`config.mk`:
```
export PLATFORM = sky130hd
export DESIGN_NAME = mar_ctrl
export DESIGN_NICKNAME = d
export VERILOG_FILES = /design/src/rtl/mar_ctrl.sv
export SDC_FILE = /design/constraint.sdc
export NUM_CORES = 1
export LEC_CHECK = 0
export ABC_AREA = 1
export CAP_MARGIN = 20
export CORE_ASPECT_RATIO = 1.1
export CORE_MARGIN = 2
export CORE_UTILIZATION = 48
export CTS_BUF_LIST = sky130_fd_sc_hd__clkbuf_4
export DETAILED_ROUTE_END_ITERATION = 12
export PLACE_DENSITY = 0.81
export SLEW_MARGIN = 15
export SYNTH_ARGS = -nofsm -noshare
export SYNTH_HDL_FRONTEND = slang
export SYNTH_SLANG_ARGS = --single-unit
export TNS_END_PERCENT = 20
```
`constraint.sdc`:
```
create_clock -name clk -period 4 [get_ports clk]
set_input_delay 0.4 -clock clk [delete_from_list [all_inputs] [get_ports clk]]
set_output_delay 0.4 -clock clk [all_outputs]
set_load 0.005 [all_outputs]
```
`src/rtl/mar_ctrl.sv`:
```
// Memory address register controller.
// Holds the current address (loadable from NSRC prioritised sources or
// incrementable), launches single read/write accesses at that address, and
// waits up to TIMEOUT cycles for the memory to acknowledge each access.
module mar_ctrl #(
    parameter int ADDR_W   = 8,
    parameter int NSRC     = 2,
    parameter int TIMEOUT  = 15,
    parameter int AUTO_INC = 0
) (
    input  logic                   clk,
    input  logic                   rst_n,
    input  logic [NSRC*ADDR_W-1:0] src_data,
    input  logic [NSRC-1:0]        src_load,
    input  logic                   inc,
    input  logic                   rd_req,
    input  logic                   wr_req,
    input  logic                   mem_ack,
    output logic [ADDR_W-1:0]      mar_data,
    output logic [ADDR_W-1:0]      mem_addr,
    output logic                   mem_rd,
    output logic                   mem_wr,
    output logic                   busy,
    output logic                   done,
    output logic                   timeout_err
);

    // Controller states. DONE and ERR each last exactly one cycle and
    // drive the corresponding one-cycle pulse.
    localparam logic [1:0] S_IDLE   = 2'd0;
    localparam logic [1:0] S_ACCESS = 2'd1;
    localparam logic [1:0] S_DONE   = 2'd2;
    localparam logic [1:0] S_ERR    = 2'd3;

    // TIMEOUT is at most 255, so an 8-bit wait counter always suffices.
    localparam int         CNT_W       = 8;
    localparam logic [CNT_W-1:0] CNT_ONE   = CNT_W'(1);
    localparam logic [CNT_W-1:0] CNT_LIMIT = CNT_W'(TIMEOUT);

    localparam logic [ADDR_W-1:0] ADDR_ONE = ADDR_W'(1);

    logic [1:0]        state;
    logic [1:0]        state_next;
    logic [CNT_W-1:0]  wait_cnt;
    logic              op_rd;
    logic [ADDR_W-1:0] mar_next;
    logic              start;
    logic              timed_out;

    // Address increment; the natural width of the add gives the
    // all-ones -> zero wrap.
    function automatic logic [ADDR_W-1:0] addr_incr(input logic [ADDR_W-1:0] a);
        return a + ADDR_ONE;
    endfunction

    // Priority select of the load sources: walking from the highest index
    // down lets the lowest-index asserted strobe overwrite the rest.
    function automatic logic [ADDR_W-1:0] pick_src(
        input logic [NSRC*ADDR_W-1:0] data,
        input logic [NSRC-1:0]        load
    );
        logic [ADDR_W-1:0] r;
        r = '0;
        for (int i = NSRC - 1; i >= 0; i--) begin
            if (load[i]) begin
                r = data[i*ADDR_W +: ADDR_W];
            end
        end
        return r;
    endfunction

    assign start     = (state == S_IDLE) && (rd_req || wr_req);
    assign timed_out = (wait_cnt == CNT_LIMIT);

    // Next-state decision: accept a request in IDLE, resolve ack/timeout
    // in ACCESS, and return to IDLE after the one-cycle result states.
    always_comb begin
        state_next = state;
        case (state)
            S_IDLE: begin
                if (rd_req || wr_req) begin
                    state_next = S_ACCESS;
                end
            end
            S_ACCESS: begin
                if (mem_ack) begin
                    state_next = S_DONE;
                end else if (timed_out) begin
                    state_next = S_ERR;
                end
            end
            S_DONE:  state_next = S_IDLE;
            S_ERR:   state_next = S_IDLE;
            default: state_next = S_IDLE;
        endcase
    end

    // Next address: loads and inc only act in IDLE (a load beats inc);
    // the only change while busy is the optional post-access increment.
    always_comb begin
        mar_next = mar_data;
        if (state == S_IDLE) begin
            if (|src_load) begin
                mar_next = pick_src(src_data, src_load);
            end else if (inc) begin
                mar_next = addr_incr(mar_data);
            end
        end else if ((state == S_DONE) && (AUTO_INC != 0)) begin
            mar_next = addr_incr(mar_data);
        end
    end

    // Controller state register.
    always_ff @(posedge clk or negedge rst_n) begin
        if (!rst_n) begin
            state <= S_IDLE;
        end else begin
            state <= state_next;
        end
    end

    // Access bookkeeping: on acceptance freeze the pre-update address and
    // the operation (read wins when both are requested) and start the wait
    // count at 1; count up through ACCESS until ack or the limit.
    always_ff @(posedge clk or negedge rst_n) begin
        if (!rst_n) begin
            mem_addr <= '0;
            op_rd    <= 1'b0;
            wait_cnt <= '0;
        end else if (start) begin
            mem_addr <= mar_data;
            op_rd    <= rd_req;
            wait_cnt <= CNT_ONE;
        end else if ((state == S_ACCESS) && !mem_ack && !timed_out) begin
            wait_cnt <= wait_cnt + CNT_ONE;
        end
    end

    // Address register.
    always_ff @(posedge clk or negedge rst_n) begin
        if (!rst_n) begin
            mar_data <= '0;
        end else begin
            mar_data <= mar_next;
        end
    end

    // Outputs are decoded straight from the asynchronously reset state, so
    // the strobes drop the moment reset asserts rather than at the next edge.
    assign mem_rd      = (state == S_ACCESS) &&  op_rd;
    assign mem_wr      = (state == S_ACCESS) && !op_rd;
    assign busy        = (state != S_IDLE);
    assign done        = (state == S_DONE);
    assign timeout_err = (state == S_ERR);

endmodule

```
-- Word level (Yosys, flattened, before mapping)
Cells that the tools add are included.
- $add $sub $neg: 2
- equality and inequality tests: 6
- muxes and demuxes: 10
- reductions and logical operators: 17
- operators by type and width (kind ; count):
    $mux W8 ; 6
    $add A8 B1 Y8 const B ; 2
    $eq A8 B4 Y1 const B ; 1
    $mux W2 ; 3
    $pmux W2 S3 ; 1
    $reduce_bool A2 Y1 ; 3
    $logic_and A1 B1 Y1 ; 5
    $eq A2 B2 Y1 const B ; 2
    $reduce_and A2 Y1 ; 2
    $reduce_or A2 Y1 ; 2
    $logic_not A1 Y1 ; 3
    $ne A3 B3 Y1 const B ; 1
    $eq A2 B1 Y1 const B ; 1
    $logic_not A2 Y1 ; 1
    $ne A2 B1 Y1 const B ; 1
    $logic_or A1 B1 Y1 ; 1
- register bits: 27
- input port bits: 24
- output and inout port bits: 21
- word-level logic and storage cells: 40

-- Logic depth before layout (Yosys ltp)
Gate-level depths: netlist of the first run.
- word-level depth: 5
- mapped depth: 8
- mapped depth without buffers: 8

-- Least setup slack after synthesis of the first run
Ideal clock, no wire load.
- path kind: reg2reg
- from: register wait_cnt[0]
- to: register wait_cnt[0]
- library setup time: 0.123 ns
- data arrival time: 1.133 ns
- path slack: 2.744 ns
- stages on the path, launching flop included: 7
- path buffers: 0
- cell sequence: dfrtp_1 > ha_1 > nand3_1 > nor2_4 > nor2_8 > o21ai_0 > nand2_1
- longest elaborated chain between the ends: 4
- elaborated cells between the ends (all ways): 7
- ends and longest elaborated chain (item ; line ; source):
    start, declared ; 44 ; logic [CNT_W-1:0] wait_cnt;
    start signal, assigned ; 135 ; wait_cnt <= wait_cnt + CNT_ONE;
    branches (longest 4 deep; another with $add A8 B1 Y8) ; -- ;
Parallel ways; which one is timed is not known. The select of a mux whose other input is x is not followed.
A chain may end at the register's enable or synchronous reset.

-- Worst setup path after layout of the first run
- from: register state[1]
- to: output mem_wr
- longest elaborated chain between the ends: 2
- ends and longest elaborated chain (item ; line ; source):
    start, declared ; 42 ; logic [1:0] state;
    start signal, assigned ; 118 ; state <= state_next;
    $eq A2 B1 Y1 ; 151 ; assign mem_wr = (state == S_ACCESS) && !op_rd;
    $logic_and A1 B1 Y1 ; 151 ;
    end, declared ; 22 ; output logic mem_wr,
Every way passes these cells.

==> impl_metrics.ini, run 1 <==
[cells_and_area]
nNetsFinal = 284
postLayoutCellArea_um2 = 2080
syn_to_final_growth_pct = 32.0
fin_cells = 291
final_layout_size_suffix_gt1_frac = 0.0856
diodes = 0
final_common_cell = nand2_1
layout_common_cells = nand2_1 (78), clkdlybuf4s50_1 (44), dfrtp_1 (27)
fin_util = 0.670

[clock_tree]
ctsResizeCount = 0
clk_pin_slew_ps = 140
cts_made_buffers = 3
root_buffer = clkbuf_4
cts_setup_buffers = 0
cts.sinks = 27
clockBufferDepth = 2
cts_htree_levels = 1
cts_tree = built
ctsHoldBuffers = 0
clock_latency_ps = 330

[timing]
fmax_mhz = 516
worst_pin_slew_ps = 869
fin_crit_ps = 1940
slew_headroom = 0.421
fin_worst_skew_ps = 10.5
finalCritPeriodShare = 0.485
rsz0062_at_grt = false
setup_slack_ps = 2060
hold_violations = 0
fin_hold_ws_ps = 427
finalSetupViolCount = 0
final_max_slew_viol_count = 0
fin_tns_setup_ps = 0

[critical_path]
worstPathArrival_ps = 1540
crit_path_start_kind = flip-flop
r2r_slack_ps = 2530
r2r-end = wait_cnt[2]$_DFFE_PN0P_
r2r_start = wait_cnt[0]$_DFFE_PN0P_
slowest_delay_ps = 510
crit_chain = inv_1, nand2_2, nor2_1, clkdlybuf4s50_1
crit_fanout = 4
slowest_stage = clkdlybuf4s50_1
crit_path_end_kind = primary output
critical_path_class = flip-flop to primary output
reg2regPathDepth = 7
cp_data_required_time_ps = 3600

[route]
viasPerCell = 5.01
drc_errors = 2
ant_nets = 0
first_pass_iters = 8
wire_per_inst_um = 11.3
vias = 1457
drt-initial-drc-count = 39
wirelength_um = 3290

[floorplanning]
floorplan.rows = 21
initial_utilization = 0.508
dieArea_um2 = 3750
die_x_um = 58.6
die_h_um = 64.1
core_area_um2 = 3100
io_pins = 45

[yosys]
synth_seq_cells = 27
synth_nets = 237
syn_inst = 211
yosys_warnings = 0
async_reset_ff_frac = 1.00
netlist_area_um2 = 1570
ys.flop_type = dfrtp_1
syn_area_per_cell_um2 = 7.46
yosysSeqAreaShare = 0.429
synth_edf_count = 0
ys_types = 26

[status]
status = finished with violations
violations = DRC

[placement]
io_buffers = 44
dp.cells = 287
place_worst_setup_slack_ps = 1820
place_congestion = 0.777
placed_area_um2 = 2050
place_hpwl_um = 2560

[grt]
use_met2 = 0.331
antenna_found_initial = 0
grt_util_met3 = 0.0202
grt_pass1_vias = 1417
grt_busiest_layer = met2
grt_max_degree = 28
grt_pass1_wl_um = 5690
gr-usage-all-layers = 0.192
grt_overflow = 0
grt_use_met1 = 0.238

[hold_path]
hp-class = primary input to asynchronous set/reset pin

[job]
drv_cap = 0

[power_and_ir_drop]
power_density_nw_per_um2 = 599
vdd_drop_max_mv = 0.261
power_mw = 1.24
leakage_nw = 1.01
==> cell usage after synthesis, types with 2 or more instances <==
| master | instances | area, um2 |
|---|---|---|
| nor2_4 | 4 | 45.0 |
| xor2_1 | 4 | 35.0 |
| nor2_1 | 23 | 86.3 |
| inv_2 | 6 | 22.5 |
| buf_2 | 2 | 10.0 |
| nand4_1 | 3 | 18.8 |
| nand3_1 | 15 | 75.1 |
| dfrtp_1 | 27 | 676 |
| nand2_1 | 78 | 293 |
| nor2_8 | 2 | 40.0 |
| ha_1 | 2 | 25.0 |
| o21ai_1 | 10 | 50.1 |
| o21ai_0 | 3 | 15.0 |
| inv_1 | 16 | 60.1 |
| a21oi_1 | 5 | 25.0 |
==> where the power goes <==
| part | internal [mW] | switching, mW | leakage, nW |
|---|---|---|---|
| Combinational | 0.320 | 0.314 | 0.659 |
| Sequential | 0.379 | 0.107 | 0.338 |
| Clock | 0.0459 | 0.0790 | 0.0184 |
| Total | 0.745 | 0.500 | 1.01 |
==> worst max-delay path by stage <==
stage / slack (ps) / cells after the start / to / from
6_report: 2060 / 4 / mem_wr / state[1]$_DFFE_PN0P_
2_1_floorplan: 2740 / 6 / wait_cnt[0]$_DFFE_PN0P_ / wait_cnt[0]$_DFFE_PN0P_
3_3_place_gp: 1890 / 6 / wait_cnt[7]$_DFFE_PN0P_ / wr_req
5_1_grt: 1990 / 4 / mem_wr / state[1]$_DFFE_PN0P_
4_1_cts: 2050 / 4 / mem_wr / state[1]$_DFFE_PN0P_
3_5_place_dp: 1820 / 6 / wait_cnt[0]$_DFFE_PN0P_ / rd_req
==> worst max-delay path: cells and delay by family (launching register included) <==
kind | cells | cell delay [ps]
DFF | 1 | 440
buffers and inverters | 2 | 610
and+or+nand+nor | 2 | 170
==> registers in the layout (all words and copies together) (netlist names) <==
| name | count |
|---|---|
| wait_cnt | 8 |
| mar_data | 8 |
| op_rd | 1 |
| state | 2 |
| mem_addr | 8 |
==> area by class of cell <==
cell class                 count  area, um2
multi-input combinational    159        798
fill                         274       1020
inverter                      22       82.6
sequential                    27        676
tap                           34       42.5
timing repair buffer          45        448
clock buffer                   4       30.0
==> cells by family (layout without fill, tap and decap cells) <==
family / count (synthesis) / in the layout / synth area share
simple gates: 128 / 128 / 0.367
fa+ha+maj: 2 / 2 / 0.0159
xor+xnor: 4 / 4 / 0.0223
flops: 27 / 27 / 0.429
buf+inv: 25 / 71 / 0.0636
compound gates: 25 / 25 / 0.102
==> per-layer routing <==
layer  part of all wire  vias to the layer above  routed length [um]
met4              0.016                        0                  52
li1                   -                      764                   -
met2               0.46                       42                1510
met5                  0                        -                   0
met3              0.057                        4                 186
met1               0.47                      647                1540
Note: power is estimated with default switching activity, not from simulation.
==> run 2: changes to the inputs <==
==> constraint.sdc (replaced) <==
create_clock -name clk -period 2 [get_ports clk]
set_input_delay 0.2 -clock clk [delete_from_list [all_inputs] [get_ports clk]]
set_output_delay 0.2 -clock clk [all_outputs]
set_load 0.005 [all_outputs]
==> run 2 against run 1 <==
  * The run still ends with DRC left
  * Non-clock buffer count increased by 2
  * Worst setup slack worse by 1800 ps
  * First-iteration DRC count is 36% higher
  * Critical path type unchanged
  * Largest cell class unchanged
==> impl_metrics.ini, run 2 (synthesis gave the netlist of run 1 again) <==
[status]
status = finished with violations
violations = DRC

[power_and_ir_drop]
clkPwrFrac = 0.099
vdd_drop_max_mv = 0.631
p_switching_uw = 988
pwr-share-seq = 0.389
p_int_mw = 1.50
leakage_nw = 1.02
power_mw = 2.49
switching_share = 0.397
combPwrFrac = 0.512
power_density_nw_per_um2 = 1190

[clock_tree]
cts_tree = built
clockBufferDepth = 2
cts.sinks = 27
ctsHoldBuffers = 0
ctsResizeCount = 0
root_buffer = clkbuf_4
cts_made_buffers = 3
cts_setup_buffers = 0
clock_latency_ps = 320
cts_htree_levels = 1
clk_pin_slew_ps = 150

[grt]
grt_pass1_vias = 1324
grt_pass1_wl_um = 5630
gr-usage-all-layers = 0.189
grt_overflow = 0
antenna_found_initial = 0
grt_max_degree = 28

[critical_path]
worst-path-buf-inv = 2
slowest_delay_ps = 500
cpLargestDelayFamily = buffers and inverters
crit_chain = inv_1, nand2_2, nor2_1, clkdlybuf4s50_1
slowest_stage = clkdlybuf4s50_1
startpoint = state[1]$_DFFE_PN0P_
crit_path_start_kind = flip-flop
crit_path_end_kind = primary output
worstPathArrival_ps = 1530
r2r_start = wait_cnt[0]$_DFFE_PN0P_
cp_data_required_time_ps = 1800
crit_fanout = 4
critical_path_class = flip-flop to primary output

[cells_and_area]
nNetsFinal = 286
final_layout_size_suffix_gt1_frac = 0.0927
final_common_cell = nand2_1
fin_cells = 293
fin_util = 0.675
fill_cells = 274
syn_to_final_growth_pct = 32.9
top_regs = mar_data x8, mem_addr x8, wait_cnt x8
diodes = 0
layout_common_cells = nand2_1 (78), clkdlybuf4s50_1 (44), dfrtp_1 (27)

[timing]
worst_pin_slew_ps = 339
fin_tns_setup_ps = 0
setup_slack_ps = 274
fin_crit_ps = 1730
fin_worst_skew_ps = 8.83
final_max_slew_viol_count = 0
finalSetupViolCount = 0
finalCritPeriodShare = 0.863
hold_violations = 0
slew_headroom = 0.774
fmax_mhz = 579
rsz0062_at_grt = false

[floorplanning]
die_x_um = 58.6
initial_utilization = 0.508
floorplan.rows = 21
dieArea_um2 = 3750
die_h_um = 64.1
core_area_um2 = 3100
io_pins = 45

[placement]
dp.cells = 289
place_worst_setup_slack_ps = 382
place_congestion = 0.793
io_buffers = 44
place_hpwl_um = 2580

[route]
viasPerCell = 4.92
ant_nets = 0
drt-initial-drc-count = 53
drc_errors = 2
vias = 1443
first_pass_iters = 8
wire_per_inst_um = 11.1
wirelength_um = 3250

[hold_path]
hp-class = primary input to asynchronous set/reset pin

[job]
drv_cap = 0
## run 2: cell type report
type | count | area [um2] | share of cell area
inverters | 22 | 82.6 | 0.0395
well taps | 34 | 42.5 | 0.0203
multi-input cells | 159 | 798 | 0.382
repair buffers | 47 | 463 | 0.221
clock buffers | 4 | 30.0 | 0.0144
flip-flops and latches | 27 | 676 | 0.323
## run 2: worst paths after layout
path	to	slack, ps	cells after the start
hold reg to reg	mem_addr[2]$_DFFE_PN0P_	500	2
max in group asynchronous	wait_cnt[3]$_DFFE_PN0P_	1510	2
hold / removal	mem_addr[4]$_DFFE_PN0P_	230	2
setup reg to reg	wait_cnt[0]$_DFFE_PN0P_	570	7
min in group clk	op_rd$_DFFE_PN0P_	480	3
setup / recovery	mem_rd	270	4
## run 2: metrics by stage
stage          hold slack [ps]  cell area [um2]
2_1_floorplan            -95.6             1570
3_3_place_gp               466             2060
3_5_place_dp               471             2060
4_1_cts                    245             2090
5_1_grt                    249             2090
6_report                   230             2090
## run 2: power by group through the flow
stage | clock, mW | sequential, mW | combinational (mW)
after CTS | 0.253 | 0.968 | 1.29
after floorplan | 0 | 0.958 | 0.685
after detailed placement | 0 | 0.980 | 1.29
after global placement | 0 | 0.977 | 1.27
final | 0.248 | 0.968 | 1.27
after global routing | 0.280 | 1.01 | 1.44
## run 2: routing by layer
| layer | vias to the layer above | part of all wire | global-route usage |
|---|---|---|---|
| li1 | 762 | - | - |
| met1 | 630 | 0.48 | 0.266 |
| met2 | 49 | 0.46 | 0.308 |
| met3 | 2 | 0.056 | 0.0263 |
| met4 | 0 | 0.0086 | 0.0426 |
| met5 | - | 0 | 0 |
==> run 3: changes to the inputs <==
--- a/config.mk
+++ b/config.mk
@@ -9,10 +9,11 @@
 export CAP_MARGIN = 20
 export CORE_ASPECT_RATIO = 1.1
 export CORE_MARGIN = 2
-export CORE_UTILIZATION = 48
+export CORE_UTILIZATION = 49
 export CTS_BUF_LIST = sky130_fd_sc_hd__clkbuf_4
 export DETAILED_ROUTE_END_ITERATION = 12
-export PLACE_DENSITY = 0.81
+export PLACE_DENSITY = 0.83
+export SETUP_SLACK_MARGIN = 0.2
 export SLEW_MARGIN = 15
 export SYNTH_ARGS = -nofsm -noshare
 export SYNTH_HDL_FRONTEND = slang
==> run 3 against run 2 <==
  * The flow now finishes without violations
  * Clock power is essentially flat
  * First-iteration DRC count rose by 28%
  * Sequential power rose by 0.6%
  * Sequential share of layout area down 0.23 points
  * Final area is 0.72% higher
  * Largest cell class unchanged
  * Highest routed layer unchanged
==> impl_metrics.ini, run 3 (synthesis gave the netlist of run 1 again) <==
[status]
status = completed

[critical_path]
crit_fanout = 4
reg2regPathDepth = 7
cp_data_required_time_ps = 1800
crit_chain = nor2_4, inv_2, clkdlybuf4s50_1
cp.depth = 3
crit_path_start_kind = flip-flop
slowest_delay_ps = 450
critical_path_class = flip-flop to primary output
worst-path-buf-inv = 2
crit_path_end_kind = primary output
cpLargestDelayFamily = buffers and inverters
slowest_stage = dfrtp_1
worstPathArrival_ps = 1540

[floorplanning]
dieArea_um2 = 3680
initial_utilization = 0.516
die_x_um = 58.0
die_h_um = 63.4
floorplan.rows = 21
core_area_um2 = 3050
io_pins = 45

[placement]
dp.cells = 289
place_hpwl_um = 2630
place_congestion = 0.830
io_buffers = 44

[clock_tree]
cts_htree_levels = 1
cts_made_buffers = 3
root_buffer = clkbuf_4
cts.sinks = 27
cts_tree = built
clockBufferDepth = 2
cts_setup_buffers = 0
clk_pin_slew_ps = 130
clock_latency_ps = 330

[timing]
fmax_mhz = 575
slew_headroom = 0.748
fin_crit_ps = 1740
fin_worst_skew_ps = 3.56
worst_pin_slew_ps = 378
rsz0062_at_grt = true
finalSetupViolCount = 0
finalCritPeriodShare = 0.870
final_max_slew_viol_count = 0
hold_violations = 0
fin_tns_setup_ps = 0

[route]
vias = 1467
drc_errors = 0
ant_nets = 0
wire_per_inst_um = 11.7
wirelength_um = 3420
first_pass_iters = 4
viasPerCell = 5.01
drt-initial-drc-count = 68

[cells_and_area]
fin_cells = 293
nNetsFinal = 286
top_regs = mar_data x8, mem_addr x8, wait_cnt x8
syn_to_final_growth_pct = 33.9
diodes = 0
final_common_cell = nand2_1
layout_common_cells = nand2_1 (78), clkdlybuf4s50_1 (43), dfrtp_1 (27)
fin_util = 0.691
final_layout_size_suffix_gt1_frac = 0.0965

[power_and_ir_drop]
power_density_nw_per_um2 = 1200
vdd_drop_max_mv = 0.783
leakage_nw = 1.04
power_mw = 2.53

[grt]
grt_pass1_wl_um = 6320
grt_max_degree = 28
gr-usage-all-layers = 0.219
grt_overflow = 0
antenna_found_initial = 0
grt_pass1_vias = 1501

[hold_path]
hp-class = primary input to asynchronous set/reset pin

[job]
drv_cap = 0
run 3: report_power, final:
part	switching (mW)	internal (mW)
Sequential	0.216	0.758
Combinational	0.635	0.674
Clock	0.159	0.0920
Total	1.01	1.52
run 3: what timing repair did:
| item | in CTS | in global routing |
|---|---|---|
| resized for setup | 0 | 2 |
| endpoints found under the setup margin | 0 | 3 |
| hold buffers | 0 | 0 |
run 3: worst paths after layout:
check,end,slack [ps],from
max in group asynchronous,mar_data[5]$_DFFE_PN0P_,1530,rst_n
worst min-delay path,state[1]$_DFFE_PN0P_,220,rst_n
worst min register to register,mem_addr[2]$_DFFE_PN0P_,490,mem_addr[2]$_DFFE_PN0P_
worst max register to register,wait_cnt[6]$_DFFE_PN0P_,560,wait_cnt[0]$_DFFE_PN0P_
worst max-delay path,busy,260,state[1]$_DFFE_PN0P_
min in group clk,op_rd$_DFFE_PN0P_,470,rd_req
run 3: metrics by stage:
step | instance area [um2] | setup slack [ps] | hold WS [ps]
CTS | 2100 | 260 | 232
detailed placement | 2070 | 438 | 469
global route | 2110 | 173 | 221
floorplan | 1570 | 744 | -95.6
finish | 2110 | 261 | 219
global placement | 2070 | 455 | 469
run 3: layer usage:
layer,up-vias,global-route usage,share of wire
li1,761,-,-
met3,8,0.0431,0.065
met1,650,0.275,0.44
met5,-,0,0
met4,0,0.108,0.023
met2,48,0.355,0.48
run 3: cell type report:
cell class,count,area (um2)
fillers,258,941
multi-input cells,159,798
flip-flops and latches,27,676
repair buffers,47,478
inverters,22,82.6
well taps,34,42.5
clock buffers,4,30.0
